File: src/rtl/filter_stream_ctrl_if.sv
// Pixel stream bundle: valid/ready handshake with greyscale data and frame markers.
// The master drives the beat; the slave returns ready.
interface filter_stream_ctrl_if #(
    parameter int DATA_W = 8
);
    logic              valid;
    logic              ready;
    logic [DATA_W-1:0] data;
    logic              sop;
    logic              eop;

    modport master (output valid, data, sop, eop, input ready);
    modport slave  (input valid, data, sop, eop, output ready);
endinterface

File: src/rtl/filter_stream_ctrl.sv
// Frame-aligned brighten filter for the VGA pixel stream: one-deep output register,
// mode toggles that take effect only at start-of-frame, and framing/counter bookkeeping.
module filter_stream_ctrl #(
    parameter int DATA_W     = 8,
    parameter int BRIGHT_OFS = 50,
    parameter int PIX_CNT_W  = 19,
    parameter int FRM_CNT_W  = 16
) (
    input  logic                 clk,
    input  logic                 rst_n,
    input  logic                 toggle_req,
    filter_stream_ctrl_if.slave  in_s,
    filter_stream_ctrl_if.master out_s,
    output logic                 mode_active,
    output logic [PIX_CNT_W-1:0] pix_count,
    output logic [FRM_CNT_W-1:0] frame_count,
    output logic                 frame_err
);

    typedef enum logic {
        S_IDLE,
        S_IN_FRAME
    } state_t;

    state_t               state_q, state_d;
    logic                 out_valid_q, out_valid_d;
    logic [DATA_W-1:0]    out_data_q, out_data_d;
    logic                 out_sop_q, out_sop_d;
    logic                 out_eop_q, out_eop_d;
    logic                 mode_q, mode_d;
    logic                 pending_q, pending_d;
    logic [PIX_CNT_W-1:0] pix_q, pix_d;
    logic [FRM_CNT_W-1:0] frm_q, frm_d;
    logic                 err_q, err_d;
    logic                 accept;
    logic                 beat_mode;

    // Sum is one bit wider than the pixel so overflow shows up in the top bit.
    function automatic logic [DATA_W-1:0] sat_add(input logic [DATA_W-1:0] x);
        logic [DATA_W:0] sum;
        sum = {1'b0, x} + (DATA_W + 1)'(BRIGHT_OFS);
        return sum[DATA_W] ? {DATA_W{1'b1}} : sum[DATA_W-1:0];
    endfunction

    assign in_s.ready = !out_valid_q || out_s.ready;

    always_comb begin
        state_d     = state_q;
        out_valid_d = out_valid_q;
        out_data_d  = out_data_q;
        out_sop_d   = out_sop_q;
        out_eop_d   = out_eop_q;
        mode_d      = mode_q;
        pending_d   = pending_q ^ toggle_req;
        pix_d       = pix_q;
        frm_d       = frm_q;
        err_d       = err_q;
        accept      = in_s.valid && in_s.ready;
        // The SOP beat already runs in the mode the new frame will use.
        beat_mode   = in_s.sop ? (mode_q ^ pending_q) : mode_q;

        if (out_s.ready) begin
            out_valid_d = 1'b0;
        end

        if (accept) begin
            out_valid_d = 1'b1;
            out_data_d  = beat_mode ? sat_add(in_s.data) : in_s.data;
            out_sop_d   = in_s.sop;
            out_eop_d   = in_s.eop;

            if (in_s.sop) begin
                mode_d    = beat_mode;
                pending_d = toggle_req;
                pix_d     = PIX_CNT_W'(1);
                if (state_q == S_IN_FRAME) begin
                    err_d = 1'b1;
                end
            end else if (state_q == S_IN_FRAME) begin
                if (pix_q != {PIX_CNT_W{1'b1}}) begin
                    pix_d = pix_q + PIX_CNT_W'(1);
                end
            end else begin
                err_d = 1'b1;
            end

            if (in_s.eop) begin
                frm_d   = frm_q + FRM_CNT_W'(1);
                state_d = S_IDLE;
            end else if (in_s.sop) begin
                state_d = S_IN_FRAME;
            end
        end
    end

    always_ff @(posedge clk or negedge rst_n) begin
        if (!rst_n) begin
            state_q     <= S_IDLE;
            out_valid_q <= 1'b0;
            out_data_q  <= '0;
            out_sop_q   <= 1'b0;
            out_eop_q   <= 1'b0;
            mode_q      <= 1'b0;
            pending_q   <= 1'b0;
            pix_q       <= '0;
            frm_q       <= '0;
            err_q       <= 1'b0;
        end else begin
            state_q     <= state_d;
            out_valid_q <= out_valid_d;
            out_data_q  <= out_data_d;
            out_sop_q   <= out_sop_d;
            out_eop_q   <= out_eop_d;
            mode_q      <= mode_d;
            pending_q   <= pending_d;
            pix_q       <= pix_d;
            frm_q       <= frm_d;
            err_q       <= err_d;
        end
    end

    assign out_s.valid = out_valid_q;
    assign out_s.data  = out_data_q;
    assign out_s.sop   = out_sop_q;
    assign out_s.eop   = out_eop_q;
    assign mode_active = mode_q;
    assign pix_count   = pix_q;
    assign frame_count = frm_q;
    assign frame_err   = err_q;

endmodule
File: src/flat_wrapper.sv
// flat-port wrapper written by rule: the top's interface ports become plain ports
module filter_stream_ctrl_flat 
#(
    parameter int DATA_W     = 8,
    parameter int BRIGHT_OFS = 50,
    parameter int PIX_CNT_W  = 19,
    parameter int FRM_CNT_W  = 16
)
  (clk, rst_n, toggle_req, mode_active, pix_count, frame_count, frame_err, in_s_valid, in_s_data, in_s_sop, in_s_eop, in_s_ready, out_s_valid, out_s_data, out_s_sop, out_s_eop, out_s_ready);
  filter_stream_ctrl_if #(.DATA_W(DATA_W)) in_s_i ();
  filter_stream_ctrl_if #(.DATA_W(DATA_W)) out_s_i ();
  input  logic clk;
  input  logic rst_n;
  input  logic toggle_req;
  output logic mode_active;
  output logic [PIX_CNT_W-1:0] pix_count;
  output logic [FRM_CNT_W-1:0] frame_count;
  output logic frame_err;
  input wire logic [$bits(in_s_i.valid)-1:0] in_s_valid;
  input wire logic [$bits(in_s_i.data)-1:0] in_s_data;
  input wire logic [$bits(in_s_i.sop)-1:0] in_s_sop;
  input wire logic [$bits(in_s_i.eop)-1:0] in_s_eop;
  output wire logic [$bits(in_s_i.ready)-1:0] in_s_ready;
  output wire logic [$bits(out_s_i.valid)-1:0] out_s_valid;
  output wire logic [$bits(out_s_i.data)-1:0] out_s_data;
  output wire logic [$bits(out_s_i.sop)-1:0] out_s_sop;
  output wire logic [$bits(out_s_i.eop)-1:0] out_s_eop;
  input wire logic [$bits(out_s_i.ready)-1:0] out_s_ready;
  assign in_s_i.valid = in_s_valid;
  assign in_s_i.data = in_s_data;
  assign in_s_i.sop = in_s_sop;
  assign in_s_i.eop = in_s_eop;
  assign in_s_ready = in_s_i.ready;
  assign out_s_valid = out_s_i.valid;
  assign out_s_data = out_s_i.data;
  assign out_s_sop = out_s_i.sop;
  assign out_s_eop = out_s_i.eop;
  assign out_s_i.ready = out_s_ready;
  filter_stream_ctrl #(.DATA_W(DATA_W), .BRIGHT_OFS(BRIGHT_OFS), .PIX_CNT_W(PIX_CNT_W), .FRM_CNT_W(FRM_CNT_W)) u_core (.clk(clk), .rst_n(rst_n), .toggle_req(toggle_req), .in_s(in_s_i), .out_s(out_s_i), .mode_active(mode_active), .pix_count(pix_count), .frame_count(frame_count), .frame_err(frame_err));
endmodule
File: config.mk
export PLATFORM = sky130hd
export DESIGN_NAME = filter_stream_ctrl_flat
export DESIGN_NICKNAME = d
export VERILOG_FILES = /design/src/rtl/filter_stream_ctrl_if.sv /design/src/rtl/filter_stream_ctrl.sv /design/src/flat_wrapper.sv
export SDC_FILE = /design/constraint.sdc
export NUM_CORES = 1
export LEC_CHECK = 0
export CAP_MARGIN = 20
export CORE_UTILIZATION = 50
export CTS_CLUSTER_DIAMETER = 60
export DETAILED_ROUTE_END_ITERATION = 12
export GPL_ROUTABILITY_DRIVEN = 1
export PLACE_DENSITY = 0.76
export SLEW_MARGIN = 40
export SYNTH_ARGS = -nofsm -noshare
export SYNTH_HDL_FRONTEND = slang
export SYNTH_SLANG_ARGS = --single-unit
File: constraint.sdc
create_clock -name clk -period 4.6 [get_ports clk]
set_clock_uncertainty 0.2 [all_clocks]
set_input_delay 0.92 -clock clk [delete_from_list [all_inputs] [get_ports clk]]
set_output_delay 0.92 -clock clk [all_outputs]
set_load 0.03 [all_outputs]
# After elaboration in Yosys (flattened, before gate mapping)
# Cells that the tools add are included.
[word_totals] ff_bits=50 inputBits=15
[classes] addsub=3 eq_ne=3 mux=15 bitwise_logic=2 n_reduce_logical=12
[op_table] operator="$mux 19" n=3
[op_table] operator="$add 19x1->19 const B" n=1
[op_table] operator="$ne 19x19->1 const B" n=1
[op_table] operator="$add 16x1->16 const B" n=1
[op_table] operator="$mux 8" n=2
[op_table] operator="$mux 1" n=10
[op_table] operator="$add 8x6->9 const B" n=1
[op_table] operator="$reduce_bool 2->1" n=4
[op_table] operator="$reduce_and 2->1" n=3
[op_table] operator="$reduce_and 3->1" n=2
[op_table] operator="$ne 2x1->1 const B" n=1
[op_table] operator="$ne 2x2->1 const B" n=1
[op_table] operator="$xor 1x1->1" n=2
[op_table] operator="$logic_and 1x1->1" n=1
[op_table] operator="$logic_not 1->1" n=1
[op_table] operator="$logic_or 1x1->1" n=1

# Longest topological paths before layout
[depth] depth_word=4 ltp_mapped=8 mapped_depth_nobuf=6

# Least setup slack after synthesis
# Ideal clock, no wire load.
[synth_timing] path_kind="input port to flip-flop" start="input port in_s_sop" end="register u_core.pix_q[16] (netlist: u_core.pix_count[16])" arrival_ns=2.561 required_time_ns=4.306 slack_ns=1.745 stages=7 path_cell_list="clkinv_1 -> clkbuf_1 -> ha_1 -> and2b_1 -> nand2_1 -> or4_1 -> a211oi_1"
[synth_between] elab_chain_cells=2 word_cells_on_any_way=4 classes_between="mux: 1; reduce/logical: 3"
[synth_lines] item="from (decl)" line_no="flat_wrapper.sv:21" rtl="input wire logic [$bits(in_s_i.sop)-1:0] in_s_sop;"
[synth_lines] item="$reduce_bool 2->1 (no line)"
[synth_lines] item="$reduce_and 3->1 (no line)"
[synth_lines] item="to (signal assigned)" line_no="filter_stream_ctrl.sv:116" rtl="pix_q <= pix_d;"
[synth_lines] item="to (decl)" line_no="filter_stream_ctrl.sv:32" rtl="logic [PIX_CNT_W-1:0] pix_q, pix_d;"
# Parallel ways exist; a longest one is shown, timed or not.
# A chain may end at the register's enable or synchronous reset.

# Worst setup path after layout
[layout_timing] start="input port out_s_ready" end="output port in_s_ready"
[layout_between] elab_chain_cells=1
[layout_lines] item="from (decl)" line_no="flat_wrapper.sv:28" rtl="input wire logic [$bits(out_s_i.ready)-1:0] out_s_ready;"
[layout_lines] item="$logic_or 1x1->1" line_no="filter_stream_ctrl.sv:45" rtl="assign in_s.ready = !out_valid_q || out_s.ready;"
[layout_lines] item="to (decl)" line_no="flat_wrapper.sv:23" rtl="output wire logic [$bits(in_s_i.ready)-1:0] in_s_ready;"
# No other way between the ends.

==> flow_summary_export.csv <==
group,metric,value,unit
timing,max_slew_margin,53.4,%
power,p_per_area,360,nW/um2
die,initial_utilization,51.9,%
clock_network,insertion_delay,0.31,ns
place,place.gp.congestion,0.889,
power,peakVddDrop,379,uV
timing,max_freq,277,MHz
global_route,grt_pass1_vias,2420,
die,core,5510,um2
setup_path,cp_common_cell,"clkdlybuf4s50_1",
clock_network,cts-hold-fix-buffers,0,
setup_path,crit_type,"primary input to output pin",
cells_and_area,drive_gt1_share,5.72,%
place,hpwlAfterDp,4920,um
drt,dr.pass1.iters,4,
drt,via_per_inst,6.08,
global_route,grt.overflow.total,0,
synthesis,avgSynthCellArea,9.42,um2
timing,drv_slew,0,
synthesis,ys.flop_type,"dfrtp_1",
drt,routed_wl,6970,um
synthesis,seq_area_frac_synth,43.8,%
setup_path,crit_fanout,17,
die,die_x,77.6,um
setup_path,worst_path_max_delay_cell,"clkdlybuf4s50_1",
synthesis,synth_nets,322,
drt,detail-route-antenna-nets,0,
synthesis,synth-edff-count,0,
drt,num_vias,2667,
die,die_area,6020,um2
cells_and_area,final_cell_mix,"clkdlybuf4s50_1 (62), dfrtp_1 (50), nand2_1 (38)",
clock_network,cts_setup_buffers,0,
clock_network,cts_resized,0,
global_route,grt_use_total,24.6,%
cells_and_area,area_growth,27.5,%
setup_path,slowest_delay,0.64,ns
clock_network,path_clk_slew,0.09,ns
timing,fin_crit_sh,78.6,%
setup_path,worstSetupEndpointType,"output pin",
cells_and_area,final_common_cell,"clkdlybuf4s50_1",
place,port_buffers,63,
synthesis,yosys_warnings,0,
timing,hold_violations,0,
clock_network,clock-sinks,50,
timing,whs,0.274,ns
setup_path,cp-start-kind,"primary input",
global_route,grt_max_degree,51,
run,drv_cap,0,
clock_network,cts.path.max_buffers,2,
synthesis,ys_types,55,
global_route,antenna_found_initial,0,
setup_path,cp_data_arrival_time,2.49,ns
worst_hold_path,min_path_type,"register to register",
global_route,grt_pass1_wl,11700,um
drt,wl_per_cell,15.9,um
synthesis,synthArstFlopShare,100,%
die,io_pins,64,
clock_network,htree_levels,2,
drt,drc,0,
die,row_count,27,
place,place_ws,1.00,ns
cells_and_area,diodes,0,
clock_network,cts_made_buffers,5,
die,die_h,77.6,um
clock_network,cts_tree,"done",
timing,setup_slack,0.986,ns
timing,rsz0062_at_grt,"no",
timing,fin_crit,3.61,ns
synthesis,synth-seq-cells,50,
drt,drt_iter0_drc,146,
synthesis,synthCells,303,
power,power_leakage,0.00153,uW
cells_and_area,nNetsFinal,386,
clock_network,cts_root_buf,"clkbuf_8",
timing,tns,0,ns
power,p_total,1310,uW
setup_path,worstPathRequired,3.48,ns
synthesis,synth_area,2860,um2
timing,setup_viol,0,
setup_path,crit_chain,"clkdlybuf4s50_1, nor2b_1, inv_2, clkdlybuf4s50_1",
timing,max_slew.worst_pin.slew,0.694,ns
run_status,status,"finished, final reports clean",
==> power by group <==
part,internal (uW),total (uW),switching (uW)
Sequential,506,583,76.7
Clock,104,253,149
Combinational,195,477,281
Total,805,1310,507
==> per-stage QoR <==
step | instance area (um2) | utilization (%) | std cells
6_report | 3640 | 66.1 | 439
2_1_floorplan | 2860 | - | 303
4_1_cts | 3640 | 66.1 | 439
5_1_grt | 3640 | 66.1 | 439
3_5_place_dp | 3560 | 64.6 | 432
3_3_place_gp | 3560 | 64.6 | 432
==> cell families (layout without fill, tap and decap cells) <==
group / after synthesis / in the layout / share of synthesized area (%)
AO/OA/AOI/OAI: 64 / 64 / 17.0
buffers and inverters: 24 / 88 / 3.64
flip-flops: 50 / 50 / 43.8
AND/OR/NAND/NOR: 142 / 142 / 28.0
adder cells (fa/ha/maj): 4 / 4 / 1.75
XOR/XNOR: 19 / 19 / 5.83
==> final cells by class <==
| type | instances | area (um2) |
|---|---|---|
| inverter | 12 | 45.0 |
| clock inverter | 2 | 15.0 |
| tap | 72 | 90.1 |
| clock buffer | 5 | 68.8 |
| fill | 470 | 1870 |
| multi-input combinational | 229 | 1500 |
| sequential | 50 | 1250 |
| timing repair buffer | 69 | 671 |
==> sequential cells by signal, indices dropped and copies added, names as in the netlist <==
| register | cells |
|---|---|
| u_core.pix_count | 19 |
| u_core.frame_count | 16 |
| u_core.out_s.data | 8 |
| u_core.frame_err | 1 |
| u_core.mode_active | 1 |
| u_core.out_s.eop | 1 |
| u_core.out_s.sop | 1 |
| u_core.out_s.valid | 1 |
| u_core.pending_q | 1 |
| u_core.state_q | 1 |
==> Yosys cell counts, types with 2 or more instances <==
| cell | n | area [um2] |
|---|---|---|
| o211ai_1 | 2 | 15.0 |
| nand2b_1 | 4 | 25.0 |
| buf_2 | 5 | 25.0 |
| nand3_1 | 21 | 105 |
| o21ai_0 | 3 | 15.0 |
| a21oi_1 | 16 | 80.1 |
| clkbuf_1 | 6 | 22.5 |
| or3_1 | 2 | 12.5 |
| or4_1 | 3 | 22.5 |
| nor4b_1 | 2 | 17.5 |
| o311ai_1 | 4 | 35.0 |
| a311o_1 | 2 | 20.0 |
| a41oi_1 | 3 | 26.3 |
| o221a_1 | 2 | 22.5 |
| nor3_1 | 6 | 30.0 |
| nand4_1 | 10 | 62.6 |
| nor2_1 | 12 | 45.0 |
| nor4_1 | 6 | 37.5 |
| xor2_1 | 4 | 35.0 |
| nand2_1 | 38 | 143 |
| a211oi_1 | 6 | 45.0 |
| o31ai_1 | 5 | 37.5 |
| a41o_1 | 2 | 20.0 |
| a21o_1 | 3 | 22.5 |
| and3_1 | 14 | 87.6 |
| xnor2_1 | 15 | 131 |
| dfrtp_1 | 50 | 1250 |
| a311oi_1 | 3 | 26.3 |
| ha_1 | 4 | 50.1 |
| o21bai_1 | 2 | 15.0 |
| inv_1 | 10 | 37.5 |
| and2_1 | 4 | 25.0 |
| nor3_2 | 2 | 20.0 |
| and4_1 | 11 | 96.3 |
==> worst paths after layout <==
path	start	end	slack [ns]	cells after the start
max reg2reg	u_core.pix_count[0]	u_core.pix_count[0]	2.25	5
max	out_s_ready	in_s_ready	0.99	4
min in group asynchronous	rst_n	u_core.frame_count[8]	0.51	2
max in group asynchronous	rst_n	u_core.out_s.data[1]	3.25	2
min	u_core.frame_count[15]	u_core.frame_count[15]	0.27	1
min reg2reg	u_core.frame_count[15]	u_core.frame_count[15]	0.27	1
==> critical path, delay by kind of cell <==
family | cells | cell delay [ns]
buf+inv | 3 | 1.27
simple gates | 1 | 0.29
==> metal layers <==
layer	share of wire, %	global-route usage, %
met4	1.2	7.55
met2	46	38.3
met1	47	35.0
met3	5.9	4.24
met5	0	0
Power figures use the tool's default switching activity.
